File: config.mk
export PLATFORM = sky130hd
export DESIGN_NAME = tod_counter_param
export DESIGN_NICKNAME = d
export VERILOG_FILES = /design/src/rtl/tod_counter_param.sv
export SDC_FILE = /design/constraint.sdc
export NUM_CORES = 1
export LEC_CHECK = 0
export ABC_CLOCK_PERIOD_IN_PS = 2250
export BUFFER_PORTS_ARGS = -buffer_cell sky130_fd_sc_hd__buf_2
export CAP_MARGIN = 10
export CORE_MARGIN = 3
export CORE_UTILIZATION = 48
export DETAILED_ROUTE_END_ITERATION = 6
export PLACE_DENSITY = 0.74
export SLEW_MARGIN = 20
export SYNTH_ARGS = -nofsm -noshare
export SYNTH_HDL_FRONTEND = slang
export SYNTH_SLANG_ARGS = --single-unit
File: constraint.sdc
create_clock -name clock -period 2.25 [get_ports clock]
set_clock_uncertainty 0.1 [all_clocks]
set_input_delay 0.45 -clock clock [delete_from_list [all_inputs] [get_ports clock]]
set_output_delay 0.45 -clock clock [all_outputs]
set_load 0.05 [all_outputs]
File: src/rtl/tod_counter_param.sv
// Time-of-day counter (hours:minutes) with a tick prescaler and prioritised multi-channel load.
// Optional alarm compare enabled by macro TOD_COUNTER_ALARM_EN.
module tod_counter_param #(
    parameter int NUM_LOAD = 2,
    parameter int PRESCALE = 1
) (
    input  logic                  clock,
    input  logic                  reset,
    input  logic                  tick,
    input  logic [NUM_LOAD-1:0]   load_valid,
    input  logic [5*NUM_LOAD-1:0] load_hours,
    input  logic [6*NUM_LOAD-1:0] load_minutes,
`ifdef TOD_COUNTER_ALARM_EN
    input  logic                  alarm_set,
    input  logic [4:0]            alarm_hours,
    input  logic [5:0]            alarm_minutes,
    output logic                  alarm_hit,
`endif
    output logic [4:0]            hours,
    output logic [5:0]            minutes,
    output logic                  minute_pulse,
    output logic                  day_wrap,
    output logic                  load_err
);

    localparam logic [15:0] PS_LAST = 16'(PRESCALE - 1);

    logic [4:0]  r_hours;
    logic [5:0]  r_minutes;
    logic [15:0] r_prescale;
    logic        r_minute_pulse;
    logic        r_day_wrap;
    logic        r_load_err;

    logic        w_sel_found;
    logic [4:0]  w_sel_hours;
    logic [5:0]  w_sel_minutes;
    logic        w_load_ok;
    logic        w_load_bad;
    logic        w_ps_last;
    logic        w_advance;
    logic [4:0]  w_next_hours;
    logic [5:0]  w_next_minutes;
    logic        w_wrap;

    // Scan from the top down so the lowest-index requesting channel wins.
    always_comb begin
        w_sel_found   = 1'b0;
        w_sel_hours   = '0;
        w_sel_minutes = '0;
        for (int i = NUM_LOAD - 1; i >= 0; i--) begin
            if (load_valid[i]) begin
                w_sel_found   = 1'b1;
                w_sel_hours   = load_hours[5*i +: 5];
                w_sel_minutes = load_minutes[6*i +: 6];
            end
        end
    end

    assign w_load_ok  = w_sel_found && (w_sel_hours <= 5'd23) && (w_sel_minutes <= 6'd59);
    assign w_load_bad = w_sel_found && !w_load_ok;
    assign w_ps_last  = (r_prescale == PS_LAST);
    // A rejected load leaves the tick path untouched.
    assign w_advance  = tick && !w_load_ok && w_ps_last;

    always_comb begin
        w_next_hours   = r_hours;
        w_next_minutes = r_minutes + 6'd1;
        w_wrap         = 1'b0;
        if (r_minutes == 6'd59) begin
            w_next_minutes = '0;
            if (r_hours == 5'd23) begin
                w_next_hours = '0;
                w_wrap       = 1'b1;
            end else begin
                w_next_hours = r_hours + 5'd1;
            end
        end
    end

    always_ff @(posedge clock) begin
        if (reset) begin
            r_hours        <= '0;
            r_minutes      <= '0;
            r_prescale     <= '0;
            r_minute_pulse <= 1'b0;
            r_day_wrap     <= 1'b0;
            r_load_err     <= 1'b0;
        end else begin
            r_minute_pulse <= 1'b0;
            r_day_wrap     <= 1'b0;
            r_load_err     <= w_load_bad;
            if (w_load_ok) begin
                r_hours    <= w_sel_hours;
                r_minutes  <= w_sel_minutes;
                r_prescale <= '0;
            end else if (tick) begin
                if (w_ps_last) begin
                    r_prescale     <= '0;
                    r_hours        <= w_next_hours;
                    r_minutes      <= w_next_minutes;
                    r_minute_pulse <= 1'b1;
                    r_day_wrap     <= w_wrap;
                end else begin
                    r_prescale <= r_prescale + 16'd1;
                end
            end
        end
    end

`ifdef TOD_COUNTER_ALARM_EN
    logic [4:0] r_alarm_hours;
    logic [5:0] r_alarm_minutes;
    logic       r_alarm_hit;

    // Only tick-driven advances can fire the alarm; loads never do.
    always_ff @(posedge clock) begin
        if (reset) begin
            r_alarm_hours   <= '0;
            r_alarm_minutes <= '0;
            r_alarm_hit     <= 1'b0;
        end else begin
            r_alarm_hit <= w_advance && (w_next_hours == r_alarm_hours)
                                     && (w_next_minutes == r_alarm_minutes);
            if (alarm_set) begin
                r_alarm_hours   <= alarm_hours;
                r_alarm_minutes <= alarm_minutes;
            end
        end
    end

    assign alarm_hit = r_alarm_hit;
`endif

    assign hours        = r_hours;
    assign minutes      = r_minutes;
    assign minute_pulse = r_minute_pulse;
    assign day_wrap     = r_day_wrap;
    assign load_err     = r_load_err;

endmodule

==> key figures <==
Run status
  • Result of the run: finished clean

Route
  • DRC: 0
  • Starting DRT DRC Count: 70
  • Wirelength per Cell: 13.2 um
  • DR vias: 1622
  • TritonRoute pass-1 iters: 4
  • Final WL: 3910 um
  • Final ANT Viol Nets: 0
  • Via density: 5.46

Final layout
  • Register Area: 604 sq um
  • Multi-input combinational cell area: 0.00102 sq mm
  • Filler Cell Count: 304
  • Antenna diode count: 0
  • Area Growth Syn to Fin: 24.6%
  • Final net count: 283
  • Share of post-route cells with drive strength above 1: 33.2%
  • Post-Route Utilization: 65.7%

Critical path
  • Max incr delay on CP: 0.57 ns
  • Reg2reg start: r_prescale[8]$_SDFFE_PP0P_
  • Critical path's slowest cell: or4_4
  • Top cell by count, worst path: or4_4
  • Worst reg2reg path endpoint: hours[4]$_SDFFE_PP0P_
  • Max FO, Critical Path: 7
  • Critical path type: reg -> reg
  • Critical path startpoint category: flop
  • Worst EP arrival: 2.32 ns
  • R2r setup slk: 0.06 ns
  • CP Cell Sequence: or4_4 > nor4_4 > buf_6 > nand2_4 > or4_4 > a311oi_2
  • R2r worst-path depth: 6
  • Critical path endpoint category: flop
  • WP data required: 2.39 ns
  • Worst Setup SP: r_prescale[8]$_SDFFE_PP0P_

Clock tree
  • Clock Pin Slew Worst Setup and Hold Paths: 0.10 ns
  • Hold buffers post-CTS: 0
  • CTS Root Cell: clkbuf_4
  • Longest Clk Path Bufs: 2
  • Clk sink count: 30
  • CTS tree: built
  • Clock Latency Late Sink: 0.32 ns
  • CTS Buf Count: 5
  • H-Tree Depth: 2

Placed design
  • GP Congestion: 0.806
  • Placed wire-length estimate: 3020 um
  • Buffers on Ports: 40

Logic synthesis
  • Top cells by area, synth: dfxtp_1 36%, xor2_1 5.7%, nand2_1 5.3%
  • Synth Net Count: 224
  • Count of different cell masters after synthesis: 40
  • Number of enable flip-flop cells after synthesis: 0
  • Most common cell in the netlist: dfxtp_1
  • Post-Syn Area: 0.00169 sq mm
  • FFs w/ async S/R, synth: 0%
  • Synth Flop Type: dfxtp_1
  • Synth Instances: 193
  • #FFs+latches synth: 30
  • Synth top cells by count: 30 x dfxtp_1, 24 x nand2_1, 23 x nor2_1
  • Seq/Total Area, Yosys: 35.6%
  • Area share of the largest cell type after synthesis: 35.6%
  • Yosys warns: 0
  • Syn_area_per_cell: 8.75 sq um
  • Area leader, netlist: dfxtp_1

Timing
  • Min Tclk post-route: 2.19 ns
  • RSZ-0062 raised after global routing: yes
  • Fmax: 458 MHz
  • Final Hold Fails: 0
  • Worst Tran Pin Value: 0.460 ns
  • Finish-stage setup viols: 0
  • Slew HR: 69.1%
  • Fin crit share: 97.1%
  • Max Slew Vio Count: 0

Global routing
  • Vias in the first global route: 1536
  • First-pass GRT wire length: 6770 um
  • Largest net degree at the start of global routing: 14
  • All-Layer GR Usage: 19.9%
  • Antenna violations before repair: 0
  • Total gr overflow: 0

Floorplan
  • Die Span X: 65.3 um
  • Die Y: 65.3 um
  • # rows: 20
  • Die Area: 0.00427 sq mm
  • Initial Utilization: 52.7%
  • Core ar.: 0.00320 sq mm
  • Io pins: 41

Power and ir drop
  • Sw frac: 32.3%
  • PwrDens: 555 mW/mm^2
  • Flop pwr share: 49.6%
  • Worst vdd ir: 0.381 mV
  • Comb pwr share: 21.4%
  • Clk network pwr share: 29.0%
  • Pwr Total: 1170 uW
  • Internal Power: 791 uW
  • Pleak: 0.000867 uW
  • Switch Pwr: 378 uW

Min path
  • End point of the worst hold path: load_err$_SDFF_PP0_
  • Cell count of the worst hold path: 3
  • Min-delay worst type: in -> reg
  • Startpoint of the worst hold path: load_valid[1]

Run
  • Max-Cap Viols: 0
per-layer routing:
| metal | part of all wire [%] | up-vias | wire length [um] | GRT usage (%) |
|---|---|---|---|---|
| met5 | 0 | - | 0 | 0 |
| li1 | - | 832 | - | - |
| met3 | 6.4 | 2 | 252 | 5.64 |
| met4 | 0.49 | 0 | 19 | 5.44 |
| met1 | 47 | 740 | 1840 | 26.2 |
| met2 | 46 | 48 | 1800 | 31.7 |
power groups by stage:
stage | logic [uW] | clock network (uW) | registers (uW)
2_1_floorplan | 104 | 0 | 661
3_3_place_gp | 242 | 0 | 591
3_5_place_dp | 243 | 0 | 591
4_1_cts | 244 | 351 | 578
5_1_grt | 272 | 372 | 583
6_report | 251 | 338 | 579
flip-flops by register name, summed over array words and instances, names as in the netlist:
register,count
load_err,1
minutes,6
day_wrap,1
hours,5
minute_pulse,1
r_prescale,16
placed cells by master, fill, tap and decap left out, types with 4 or more instances in the layout:
master	Yosys	routed
nor3_1	7	6
a221oi_1	8	7
nand4_1	6	6
a211oi_1	4	4
buf_4	0	18
ha_1	4	4
inv_1	5	5
or4_4	3	5
nand2_1	24	24
dfxtp_1	30	27
buf_2	0	40
nor2_1	23	23
xnor2_1	4	4
and3_1	4	4
clkbuf_4	0	5
nand3_1	10	10
a311oi_1	6	5
xor2_1	11	11
o21ai_0	7	7
how the worst max path moves through the flow:
| stage | to | slack (ns) | cells after the start |
|---|---|---|---|
| after floorplan | r_prescale[10]$_SDFFE_PP0P_ | 0.01 | 6 |
| after global placement | hours[4]$_SDFFE_PP0P_ | 0.11 | 6 |
| after detailed placement | hours[4]$_SDFFE_PP0P_ | 0.05 | 6 |
| after CTS | hours[4]$_SDFFE_PP0P_ | 0.05 | 6 |
| after global routing | hours[4]$_SDFFE_PP0P_ | -0.01 | 6 |
| final | hours[4]$_SDFFE_PP0P_ | 0.06 | 6 |
repair_timing:
action                                  in CTS  in global routing
resized for setup                            0                  7
buffers inserted                             0                  1
endpoints found under the setup margin       0                 18
endpoints found under the hold margin        0                  0
layout make-up:
type	instances	share of cell area, %
Clock inverter	2	0.595
Clock buffer	6	2.44
Tap cell	44	2.62
Timing Repair Buffer	59	16.5
Inverter	5	0.892
Multi-Input combinational cell	151	48.3
Sequential cell	30	28.7
cells by family (layout without fill, tap and decap cells):
family                     Yosys count  count (layout)  share of synthesized area (%)
xor gates and xnor gates            15              15                           7.78
DFF                                 30              30                           35.6
buffers and inverters               12              72                           6.07
AOI/OAI and AO/OA                   34              34                           15.0
muxes                                2               2                           1.19
and+or+nand+nor                     96              96                           31.4
adders and majority gates            4               4                           2.96
critical path: cells and delay by family, from the launching register on:
family                 cells  cell delay (ns)
and+or+nand+nor            4             1.34
DFF                        1             0.33
buffers and inverters      1             0.17
AOI/OAI and AO/OA          1             0.19
through the flow:
stage               instances   TNS, ns  hold WS (ns)  area (sq um)  worst slack (ns)
global route              297  -0.00975         0.329          2100          -0.00975
CTS                       296         0         0.284          2060            0.0467
finish                    297         0         0.307          2100            0.0650
global placement          288         0         0.404          2000             0.112
floorplan                 193         0         0.380          1690            0.0106
detailed placement        288         0         0.421          2000            0.0506
Power figures use the tool's default switching activity.
